File: src/rtl/tick_meter_pkg.sv
`default_nettype none
// ============================================================================
// Module   : tick_meter_pkg
// Brief    : Shared types, default constants and helpers for the tick period
//            meter (FSM state encoding, default timebase figures, good-counter
//            width).
// Revision : 1.0 - initial release
// ============================================================================
package tick_meter_pkg;

    // Meter state: waiting for first tick, collecting good periods, locked.
    typedef enum logic [1:0] {
        ST_IDLE    = 2'd0,
        ST_ACQUIRE = 2'd1,
        ST_LOCKED  = 2'd2
    } state_e;

    localparam int unsigned c_default_width      = 32;
    localparam int unsigned c_default_expected   = 100000000;
    localparam int unsigned c_default_tol        = 16;
    localparam int unsigned c_default_lock_count = 4;
    localparam int unsigned c_default_timeout    = 200000000;

    // Bits needed to hold a good-period count that saturates at lock_count.
    function automatic int unsigned good_width(input int unsigned lock_count);
        return (lock_count < 2) ? 1 : $clog2(lock_count + 1);
    endfunction

endpackage
`default_nettype wire

File: src/rtl/tick_period_meter_interval_counter.sv
`default_nettype none
// ============================================================================
// Module   : interval_counter
// Brief    : Cycle counter between ticks: loads 1 on a tick, counts up while
//            running, clears on request, and flags when it sits at TIMEOUT.
// Revision : 1.0 - initial release
// ============================================================================
module interval_counter #(
    parameter int unsigned WIDTH   = 32,
    parameter int unsigned TIMEOUT = 200000000
) (
    input  logic             clk_src,
    input  logic             rst,
    input  logic             load,
    input  logic             run,
    input  logic             clear,
    output logic [WIDTH-1:0] cnt,
    output logic             at_timeout
);

    localparam logic [WIDTH-1:0] c_timeout = WIDTH'(TIMEOUT);
    localparam logic [WIDTH-1:0] c_one     = WIDTH'(1);

    logic [WIDTH-1:0] cnt_q;
    logic [WIDTH-1:0] cnt_d;

    // Next count: clear beats load beats increment; never steps past TIMEOUT.
    always_comb begin
        cnt_d = cnt_q;
        if (clear) begin
            cnt_d = '0;
        end else if (load) begin
            cnt_d = c_one;
        end else if (run && (cnt_q != c_timeout)) begin
            cnt_d = cnt_q + c_one;
        end
    end

    // Count register with synchronous reset.
    always_ff @(posedge clk_src) begin
        if (rst) begin
            cnt_q <= '0;
        end else begin
            cnt_q <= cnt_d;
        end
    end

    assign cnt        = cnt_q;
    assign at_timeout = (cnt_q == c_timeout);

endmodule
`default_nettype wire

File: src/rtl/tick_period_meter.sv
`default_nettype none
// ============================================================================
// Module   : tick_period_meter
// Brief    : Measures the clk_src cycle count between consecutive tick
//            strobes, checks it against EXPECTED +/- TOL, asserts locked after
//            LOCK_COUNT consecutive good periods and pulses timeout when ticks
//            stop for TIMEOUT cycles.
// Revision : 1.0 - initial release
// ============================================================================
module tick_period_meter
    import tick_meter_pkg::*;
#(
    parameter int unsigned WIDTH      = c_default_width,
    parameter int unsigned EXPECTED   = c_default_expected,
    parameter int unsigned TOL        = c_default_tol,
    parameter int unsigned LOCK_COUNT = c_default_lock_count,
    parameter int unsigned TIMEOUT    = c_default_timeout
) (
    input  logic             clk_src,
    input  logic             rst,
    input  logic             tick_in,
    output logic [WIDTH-1:0] period,
    output logic             period_valid,
    output logic             in_tol,
    output logic             locked,
    output logic             timeout
);

    localparam int unsigned GOOD_W = good_width(LOCK_COUNT);

    // Signed WIDTH+1 arithmetic keeps the deviation exact; a negative
    // deviation with magnitude <= TOL naturally clamps the lower bound at 0.
    localparam logic signed [WIDTH:0] c_expected = signed'((WIDTH+1)'(EXPECTED));
    localparam logic        [WIDTH:0] c_tol      = (WIDTH+1)'(TOL);
    localparam logic [GOOD_W-1:0]     c_lock     = GOOD_W'(LOCK_COUNT);
    localparam logic [GOOD_W-1:0]     c_good_one = GOOD_W'(1);

    state_e             state_q, state_d;
    logic [GOOD_W-1:0]  good_q, good_d;
    logic [WIDTH-1:0]   period_q, period_d;
    logic               period_valid_q, period_valid_d;
    logic               in_tol_q, in_tol_d;
    logic               locked_q, locked_d;
    logic               timeout_q, timeout_d;

    logic [WIDTH-1:0]   w_cnt;
    logic               w_at_timeout;
    logic               w_run;
    logic               w_clear;
    logic signed [WIDTH:0] w_diff;
    logic        [WIDTH:0] w_abs;
    logic               w_cnt_in_tol;
    logic [GOOD_W-1:0]  w_good_inc;

    assign w_run   = (state_q != ST_IDLE);
    // A tick on the timeout cycle wins, so the clear only fires without one.
    assign w_clear = w_run && !tick_in && w_at_timeout;

    interval_counter #(
        .WIDTH   (WIDTH),
        .TIMEOUT (TIMEOUT)
    ) u_interval_counter (
        .clk_src    (clk_src),
        .rst        (rst),
        .load       (tick_in),
        .run        (w_run),
        .clear      (w_clear),
        .cnt        (w_cnt),
        .at_timeout (w_at_timeout)
    );

    // Absolute deviation of the running count from the nominal period.
    always_comb begin
        w_diff       = signed'({1'b0, w_cnt}) - c_expected;
        w_abs        = w_diff[WIDTH] ? unsigned'(-w_diff) : unsigned'(w_diff);
        w_cnt_in_tol = (w_abs <= c_tol);
        w_good_inc   = good_q + c_good_one;
    end

    // Next-state and output logic of the lock FSM.
    always_comb begin
        state_d        = state_q;
        good_d         = good_q;
        period_d       = period_q;
        period_valid_d = 1'b0;
        in_tol_d       = in_tol_q;
        locked_d       = locked_q;
        timeout_d      = 1'b0;
        case (state_q)
            ST_IDLE: begin
                if (tick_in) begin
                    state_d = ST_ACQUIRE;
                end
            end
            ST_ACQUIRE, ST_LOCKED: begin
                if (tick_in) begin
                    period_d       = w_cnt;
                    period_valid_d = 1'b1;
                    in_tol_d       = w_cnt_in_tol;
                    if (w_cnt_in_tol) begin
                        if (state_q == ST_ACQUIRE) begin
                            good_d = (good_q == c_lock) ? good_q : w_good_inc;
                            if (w_good_inc == c_lock) begin
                                state_d  = ST_LOCKED;
                                locked_d = 1'b1;
                            end
                        end
                    end else begin
                        good_d   = '0;
                        locked_d = 1'b0;
                        state_d  = ST_ACQUIRE;
                    end
                end else if (w_at_timeout) begin
                    timeout_d = 1'b1;
                    locked_d  = 1'b0;
                    good_d    = '0;
                    state_d   = ST_IDLE;
                end
            end
            default: begin
                state_d = ST_IDLE;
            end
        endcase
    end

    // State, counters and registered outputs with synchronous reset.
    always_ff @(posedge clk_src) begin
        if (rst) begin
            state_q        <= ST_IDLE;
            good_q         <= '0;
            period_q       <= '0;
            period_valid_q <= 1'b0;
            in_tol_q       <= 1'b0;
            locked_q       <= 1'b0;
            timeout_q      <= 1'b0;
        end else begin
            state_q        <= state_d;
            good_q         <= good_d;
            period_q       <= period_d;
            period_valid_q <= period_valid_d;
            in_tol_q       <= in_tol_d;
            locked_q       <= locked_d;
            timeout_q      <= timeout_d;
        end
    end

    assign period       = period_q;
    assign period_valid = period_valid_q;
    assign in_tol       = in_tol_q;
    assign locked       = locked_q;
    assign timeout      = timeout_q;

endmodule
`default_nettype wire

File: config.mk
export PLATFORM = sky130hd
export DESIGN_NAME = tick_period_meter
export DESIGN_NICKNAME = d
export VERILOG_FILES = /design/src/rtl/tick_meter_pkg.sv /design/src/rtl/tick_period_meter_interval_counter.sv /design/src/rtl/tick_period_meter.sv
export SDC_FILE = /design/constraint.sdc
export NUM_CORES = 1
export LEC_CHECK = 0
export CORE_UTILIZATION = 60
export DETAILED_ROUTE_END_ITERATION = 10
export PLACE_DENSITY = 0.78
export SLEW_MARGIN = 20
export SYNTH_ARGS = -nofsm -noshare
export SYNTH_HDL_FRONTEND = slang
export SYNTH_SLANG_ARGS = --single-unit
File: constraint.sdc
create_clock -name clk_src -period 8.3 [get_ports clk_src]
set_input_delay 0.83 -clock clk_src [delete_from_list [all_inputs] [get_ports clk_src]]
set_output_delay 0.83 -clock clk_src [all_outputs]
set_load 0.01 [all_outputs]
======== After elaboration in Yosys (flattened, before gate mapping) ========
Cells that the tools add are included.
storage, ports and cells
  word-level logic and storage cells ...... 67
  input bits .............................. 3
  flip-flop bits (word level) ............. 73
  output and inout port bits .............. 36
cells by class
  eq/ne operators ......................... 13
  reduce and logical (&&, ||, !) cells .... 17
  $add $sub $neg .......................... 4
  bitwise logic cells ..................... 1
  order comparisons ....................... 1
  mux-type cells .......................... 22
operators by type and width
  kind                                                                               number
  33-bit by 5-bit less-or-equal comparator with 1-bit output, second input constant  1
  33-bit 2-to-1 mux                                                                  1
  33-bit negator                                                                     1
  32-bit by 27-bit subtractor with 33-bit output, second input constant              1
  32-bit by 1-bit adder with 32-bit output, second input constant                    1
  32-bit by 28-bit == test with 1-bit output, second input constant                  1
  32-bit by 28-bit != test with 1-bit output, second input constant                  1
  3-bit 2-to-1 mux                                                                   5
  2-bit 2-to-1 mux                                                                   6
  4-bit AND reduction                                                                3
  1-bit 2-to-1 mux                                                                   9
  4-bit != test, second input constant                                               2
  3-bit == test, second input constant                                               2
  3-bit by 2-bit != test with 1-bit output, second input constant                    2
  3-bit != test, second input constant                                               2
  2-bit nonzero test                                                                 3
  2-bit OR reduction                                                                 3
  3-bit OR reduction                                                                 2
  2-bit case mux with 2 select lines                                                 1
  3-bit by 1-bit adder with 3-bit output, second input constant                      1
  1-bit logical AND                                                                  3
  2-bit by 1-bit == test with 1-bit output, second input constant                    1
  2-bit == test, second input constant                                               1
  2-bit logical NOT                                                                  1
  other kinds (4)                                                                    4

======== Logic depth before layout (Yosys ltp) ========
Gate-level depths: netlist (run 1).
  depth after elaboration ................. 7
  depth in mapped cells ................... 15
  depth with buffers taken out ............ 12

======== Cells and area by module ========
From an unflattened synthesis (run 1), not the netlist that was laid out.
unflattened totals
  cell total of the unflattened synthesis .. 700
  area total of the unflattened synthesis .. 5286.3 um2
by module, submodules not included
  module             instances  sequential area each (um2)  area each (um2)  cells an instance
  tick_period_meter  1          820.8                       3488.3           492
  interval_counter   1          640.6                       1798.0           208

======== Worst setup path before layout (run 1) ========
No wires, ideal clock.
  path type ............................... flip-flop to flip-flop
  from .................................... register u_interval_counter.cnt_q[8], in the netlist u_interval_counter.cnt[8]
  to ...................................... register state_q[0]
  stages on the path, launching flop included .. 15
  setup time .............................. 121 ps
  path buffers ............................ 2
  slack ................................... 4681 ps
  period minus slack after synthesis ...... 3619 ps
  data arrival time ....................... 3498 ps
  cell sequence ........................... dfxtp_1 > buf_2 > inv_1 > ha_1 > clkbuf_1 > or2_2 > a211oi_1 > o21ba_2 > o211ai_1 > o2bb2ai_1 > or4_4 > nor4_2 > nand4b_2 > o22ai_1 > mux2_2
on the way
  word-level cells in the longest chain between the ends .. 7
  elaborated cells between the ends (all ways) .. 12
RTL lines
  element                                                     RTL line                                  source
  from (decl)                                                 tick_period_meter_interval_counter.sv:24  logic [WIDTH-1:0] cnt_q;
  from (signal assigned)                                      tick_period_meter_interval_counter.sv:44  cnt_q <= cnt_d;
  32-bit by 27-bit subtractor with 33-bit output              tick_period_meter.sv:74                   w_diff = signed'({1'b0, w_cnt}) - c_expected;
  33-bit negator                                              tick_period_meter.sv:75                   w_abs = w_diff[WIDTH] ? unsigned'(-w_diff) : unsigned'(w_diff);
  33-bit 2-to-1 mux                                           tick_period_meter.sv:75
  33-bit by 5-bit less-or-equal comparator with 1-bit output  tick_period_meter.sv:76                   w_cnt_in_tol = (w_abs <= c_tol);
  2-bit 2-to-1 mux                                            tick_period_meter.sv:100                  if (w_cnt_in_tol) begin
  2-bit 2-to-1 mux                                            tick_period_meter.sv:96                   if (tick_in) begin
  2-bit case mux with 2 select lines                          tick_period_meter.sv:89                   case (state_q)
  to (signal assigned)                                        tick_period_meter.sv:137                  state_q <= state_d;
  to (decl)                                                   tick_period_meter.sv:38                   state_e state_q, state_d;
Several ways; a longest one is shown, not always the timed one.
A chain may end at the register's enable or synchronous reset.

======== Worst setup path after layout (run 1) ========
Same ends and word-level chain as after synthesis.

==> flow_metrics.env, run 1 <==
export IMPL_vias_per_cell=6.38
export IMPL_setup_viol=0
export IMPL_syn_area_um2=5200
export IMPL_cts_tree="built"
export IMPL_drive_gt1_share_pct=7.44
export IMPL_clock_fmax_mhz=236
export IMPL_switching_share_pct=27.8
export IMPL_yosysWarnings=0
export IMPL_fp_dieH_um=95.1
export IMPL_die_x_um=95.1
export IMPL_crit_arrival_ns=4.47
export IMPL_wire_per_inst_um=18.0
export IMPL_skew_ns=0.00779
export IMPL_start_kind="flip-flop"
export IMPL_initial_utilization_pct=62.7
export IMPL_cp_data_required_time_ns=8.54
export IMPL_grt_remaining_overflow=0
export IMPL_pwr_density_cell_nw_per_um2=116
export IMPL_post_cts_resized=0
export IMPL_ios=39
export IMPL_synthToLayoutAreaGrowth_pct=9.00
export IMPL_async_flop_share_pct=0
export IMPL_p_seq_share_pct=53.8
export IMPL_cp_max_fo=16
export IMPL_seq_area_frac_synth_pct=28.1
export IMPL_io_buffers=38
export IMPL_r2r_setup_slack_ns=4.07
export IMPL_cts_hold_buf=0
export IMPL_ys_flop_type="dfxtp_1"
export IMPL_drc=0
export IMPL_dr_pass1_iters=5
export IMPL_first_iter_violations=347
export IMPL_vias=5133
export IMPL_synth_area_per_cell_um2=7.46
export IMPL_maxSlewViolCount=0
export IMPL_multiInputGateArea_um2=3410
export IMPL_max_slew_margin_rel_pct=40.7
export IMPL_syn_inst=697
export IMPL_num_rows=33
export IMPL_post_route_period_util_pct=51.0
export IMPL_end_kind="flip-flop"
export IMPL_seqCellArea_um2=1460
export IMPL_path_clk_slew_ns=0.08
export IMPL_status="finished, final reports clean"
export IMPL_htreeDepth=3
export IMPL_p_int_uw=476
export IMPL_maxCapViolCount=0
export IMPL_tightest_slew_ns=0.888
export IMPL_p_comb_share_pct=7.6
export IMPL_antennaDiodeCount=0
export IMPL_core_area_um2=8300
export IMPL_grt_first_pass_wirelength_um=23200
export IMPL_synth_ff_latch_count=73
export IMPL_p_leak_nw=1.89
export IMPL_period_minus_slack_ns=4.23
export IMPL_clockBufferDepth=2
export IMPL_wirelength_um=14500
export IMPL_drtAntennaViolNets=0
export IMPL_final_hold_viol_count=0
export IMPL_synth_cell_types=77
export IMPL_antenna_found_initial=0
export IMPL_ir_drop_mv=0.0770
export IMPL_insertion_delay_ns=0.35
export IMPL_dieArea_um2=9040
export IMPL_first_global_vias=4665
export IMPL_gp_congestion=0.938
export IMPL_power_switching_uw=183
export IMPL_syn_nets=713
export IMPL_hold_class="flip-flop to flip-flop"
export IMPL_grt_use_total_pct=33.2
export IMPL_rsz0062_at_grt="false"
export IMPL_tns_ns=0
export IMPL_power_uw=660
export IMPL_hpwl_um=10600
export IMPL_cts_buffers=9
export IMPL_nFillCells=711
export IMPL_synth_edf_count=0
export IMPL_worstSetupPathType="flip-flop to flip-flop"
export IMPL_grt_max_degree=44
export IMPL_cts_sinks=73
export IMPL_cts_setup_buffers=0
export IMPL_p_clk_share_pct=38.7
export IMPL_nets=710
export IMPL_root_buffer="clkbuf_8"
## through the flow
step	instances	hold slack (ns)	utilization (%)	cell area (um2)	setup slack, ns
3_5_place_dp	788	0.448	66.2	5490	4.17
3_3_place_gp	788	0.443	66.2	5490	4.26
5_1_grt	804	0.467	68.3	5670	3.78
4_1_cts	804	0.460	68.3	5670	4.12
2_1_floorplan	697	0.462	-	5200	4.68
6_report	804	0.456	68.3	5670	4.07
## power groups by stage
stage	registers, mW	clock network [mW]	logic, mW
6_report	0.355	0.255	0.0498
3_3_place_gp	0.363	0	0.0477
2_1_floorplan	0.362	0	0.0375
4_1_cts	0.355	0.259	0.0496
3_5_place_dp	0.363	0	0.0493
5_1_grt	0.355	0.274	0.0556
## cell type report
class                      count  area share (%)
inverter                      17            1.13
sequential                    73            25.8
timing repair buffer          44            7.51
clock inverter                 6           0.773
multi-input combinational    549            60.2
tap                          105            2.32
clock buffer                  10            2.25
## worst max-delay path, stage by stage, from the launching register on
cell and delay (ns):
dfxtp_1 0.46, inv_1 0.21, ha_1 0.40, nor4b_4 0.50
o41ai_4 0.15, a21o_1 0.34, nor4_2 0.31, a311oi_1 0.11
or4_4 0.58, nor4_2 0.26, nand4b_2 0.24, o22ai_1 0.18
mux2_2 0.35
## final timing paths
| path | from | end | depth (start not counted) |
|---|---|---|---|
| hold / removal | period[30]$_SDFFE_PP0P_ | period[30]$_SDFFE_PP0P_ | 2 |
| hold reg to reg | period[30]$_SDFFE_PP0P_ | period[30]$_SDFFE_PP0P_ | 2 |
| setup / recovery | u_interval_counter.cnt[8]$_SDFFE_PP0P_ | state_q[0]$_SDFFE_PP0P_ | 12 |
| setup reg to reg | u_interval_counter.cnt[8]$_SDFFE_PP0P_ | state_q[0]$_SDFFE_PP0P_ | 12 |
## placed cells by master, fill, tap and decap left out, types with 8 or more instances in the layout
cell type / n
nand2b_1: 8
o21ai_0: 19
a31oi_1: 10
inv_1: 15
nand4_1: 16
and3_1: 12
xor2_1: 19
a211oi_1: 10
nor2_1: 65
nand3_1: 26
a21oi_1: 50
clkbuf_8: 9
dfxtp_1: 73
nand2_1: 110
xnor2_1: 30
clkdlybuf4s50_1: 38
and2_1: 8
nor4_1: 15
nor3_1: 24
ha_1: 13
## sequential cells by signal (all words and copies together) (netlist names)
| register | cells |
|---|---|
| period | 32 |
| u_interval_counter.cnt | 32 |
| good_q | 3 |
| state_q | 2 |
| in_tol | 1 |
| locked | 1 |
| period_valid | 1 |
| timeout | 1 |
## logic make-up after synthesis
| logic type | after synthesis | synth area share [%] |
|---|---|---|
| simple gates | 329 | 32.1 |
| compound gates | 149 | 19.8 |
| buf+inv | 75 | 6.35 |
| flops | 73 | 28.1 |
| xor+xnor | 50 | 8.78 |
| fa+ha+maj | 13 | 3.13 |
| mux | 8 | 1.68 |
## synthesized netlist by cell type, drive strengths merged (3+ instances only)
master / n / area share, %
nor2b: 6 / 0.72
nor4b: 3 / 0.79
and4: 5 / 0.84
or4: 5 / 0.79
nor3: 25 / 2.5
mux2: 3 / 0.72
xor2: 20 / 3.7
a31oi: 11 / 1.4
nor2: 65 / 4.7
nor4: 18 / 2.5
and2: 8 / 0.96
buf: 25 / 2.7
clkbuf: 33 / 2.4
nand2: 112 / 8.4
and3: 12 / 1.4
inv: 16 / 1.2
nand2b: 8 / 0.96
a221oi: 3 / 0.51
dfxtp: 73 / 28
mux2i: 5 / 0.96
nand3b: 3 / 0.43
xnor2: 30 / 5.1
nand3: 26 / 2.5
a2111oi: 3 / 0.63
o211ai: 5 / 0.72
nand4: 17 / 2.2
o21ai: 22 / 2.1
o31a: 3 / 0.51
o22ai: 3 / 0.36
a21o: 6 / 0.87
o31ai: 4 / 0.58
a21oi: 52 / 5.1
a211oi: 11 / 1.7
or3: 7 / 0.84
or2: 3 / 0.36
ha: 13 / 3.1
## layer usage
metal	share of wire [%]	vias up	wire, um	GRT usage, %
met2	47	254	6760	54.7
met5	0	-	0	0
met1	43	2378	6270	42.4
met3	6.8	34	978	5.10
met4	3.0	0	439	15.4
li1	-	2467	-	-
Power figures use the tool's default switching activity.
==> run 2: changes to the inputs <==
==> constraint.sdc (replaced) <==
create_clock -name clk_src -period 4.1 [get_ports clk_src]
set_input_delay 0.41 -clock clk_src [delete_from_list [all_inputs] [get_ports clk_src]]
set_output_delay 0.41 -clock clk_src [all_outputs]
set_load 0.01 [all_outputs]
==> flow_metrics.env, run 2 (synthesis results as in run 1) <==
export IMPL_cts_sinks=73
export IMPL_gp_congestion=0.912
export IMPL_final_hold_viol_count=0
export IMPL_fp_dieH_um=95.1
export IMPL_core_area_um2=8300
export IMPL_wirelength_um=15300
export IMPL_hold_start="period[21]$_SDFFE_PP0P_"
export IMPL_first_global_vias=4932
export IMPL_grt_max_degree=35
export IMPL_grt_first_pass_wirelength_um=24800
export IMPL_p_seq_share_pct=48.7
export IMPL_hold_path_cell_count=2
export IMPL_period_minus_slack_ns=3.81
export IMPL_antennaDiodeCount=0
export IMPL_cp_data_required_time_ns=4.38
export IMPL_post_route_period_util_pct=93.0
export IMPL_synthToLayoutAreaGrowth_pct=12.1
export IMPL_pwr_density_cell_nw_per_um2=253
export IMPL_end_kind="flip-flop"
export IMPL_rsz0062_at_grt="false"
export IMPL_stdcell_area_um2=5830
export IMPL_p_int_mw=1.09
export IMPL_tns_ns=0
export IMPL_num_rows=33
export IMPL_die_x_um=95.1
export IMPL_hold_class="flip-flop to flip-flop"
export IMPL_place_inst=801
export IMPL_wire_per_inst_um=18.8
export IMPL_crit_arrival_ns=4.09
export IMPL_reg2reg_depth=11
export IMPL_clock_fmax_mhz=262
export IMPL_vias=5270
export IMPL_grt_remaining_overflow=0
export IMPL_p_comb_share_pct=7.1
export IMPL_post_cts_resized=0
export IMPL_skew_ns=0.0134
export IMPL_vias_per_cell=6.45
export IMPL_dieArea_um2=9040
export IMPL_switching_share_pct=26.2
export IMPL_power_switching_uw=386
export IMPL_ir_drop_mv=0.200
export IMPL_reg2reg_to="good_q[2]$_SDFFE_PP0P_"
export IMPL_holdWs_ns=0.458
export IMPL_htreeDepth=3
export IMPL_insertion_delay_ns=0.36
export IMPL_tightest_slew_ns=0.847
export IMPL_p_clk_share_pct=44.2
export IMPL_hpwl_um=11200
export IMPL_drive_gt1_share_pct=9.27
export IMPL_drc=0
export IMPL_nets=723
export IMPL_max_slew_margin_rel_pct=43.5
export IMPL_fin_cells=817
export IMPL_hold_end="period[21]$_SDFFE_PP0P_"
export IMPL_cp_max_fo=17
export IMPL_layout_cells_most_common="nand2_1"
export IMPL_root_buffer="clkbuf_8"
export IMPL_ios=39
export IMPL_drtAntennaViolNets=0
export IMPL_cts_buffers=9
export IMPL_path_clk_slew_ns=0.08
export IMPL_worstSetupPathType="flip-flop to flip-flop"
export IMPL_grt_use_total_pct=35.7
export IMPL_maxCapViolCount=0
export IMPL_p_leak_nw=2.00
export IMPL_r2r_setup_slack_ns=0.29
export IMPL_maxSlewViolCount=0
export IMPL_initial_utilization_pct=62.7
export IMPL_antenna_found_initial=0
export IMPL_cts_tree="built"
export IMPL_cts_setup_buffers=0
export IMPL_nFillCells=708
export IMPL_status="finished, final reports clean"
export IMPL_dr_pass1_iters=5
export IMPL_power_mw=1.48
export IMPL_clockBufferDepth=2
export IMPL_start_kind="flip-flop"
export IMPL_place_area_um2=5600
export IMPL_crit_path_start="u_interval_counter.cnt[10]$_SDFFE_PP0P_"
export IMPL_setup_viol=0
export IMPL_r2r_start="u_interval_counter.cnt[10]$_SDFFE_PP0P_"
export IMPL_cts_hold_buf=0
export IMPL_first_iter_violations=357
export IMPL_final_cell_mix="nand2_1 (110), dfxtp_1 (73), nor2_1 (65)"
export IMPL_io_buffers=38
-- run 2: metal layers --
layer	share of wire, %	wire [um]	track usage [%]
met5	0	0	0
met4	3.7	567	17.8
met3	7.1	1080	6.06
met2	47	7220	58.8
met1	42	6450	44.7
-- run 2: power groups by stage --
stage	logic [mW]	registers, mW	clock network, mW
finish	0.104	0.719	0.653
CTS	0.102	0.718	0.659
detailed placement	0.0994	0.735	0
global placement	0.0968	0.735	0
global route	0.115	0.720	0.683
floorplan	0.0760	0.733	0
-- run 2: layout make-up --
type                       count  area, um2  area share [%]
multi-input combinational    549       3420            58.7
tap                          105        131            2.25
clock buffer                  10        128            2.19
timing repair buffer          57        536            9.19
sequential                    73       1460            25.1
clock inverter                 6       90.1            1.55
inverter                      17       63.8            1.09
-- run 2: worst max path at each step --
stage / to / slack (ns) / depth (start not counted)
finish: good_q[2]$_SDFFE_PP0P_ / 0.29 / 11
global route: state_q[0]$_SDFFE_PP0P_ / 0.02 / 10
CTS: good_q[2]$_SDFFE_PP0P_ / 0.34 / 13
detailed placement: good_q[2]$_SDFFE_PP0P_ / 0.37 / 13
global placement: good_q[2]$_SDFFE_PP0P_ / 0.34 / 11
floorplan: state_q[0]$_SDFFE_PP0P_ / 0.48 / 14
-- run 2: metrics by stage --
stage | setup WS (ns) | utilization (%)
2_1_floorplan | 0.481 | -
3_3_place_gp | 0.344 | 67.5
3_5_place_dp | 0.369 | 67.5
4_1_cts | 0.339 | 70.1
5_1_grt | 0.0238 | 70.2
6_report | 0.285 | 70.2
-- run 2: critical path, stage by stage, from the launching register on --
cell and delay (ns):
dfxtp_1 0.74, nor2_1 0.33, a2111o_1 0.54, o21ai_1 0.22, a31oi_2 0.20, and3_1 0.26
or4_4 0.52, nor4_2 0.25, nand4b_2 0.15, buf_4 0.19, a21o_1 0.16, a211oi_2 0.20
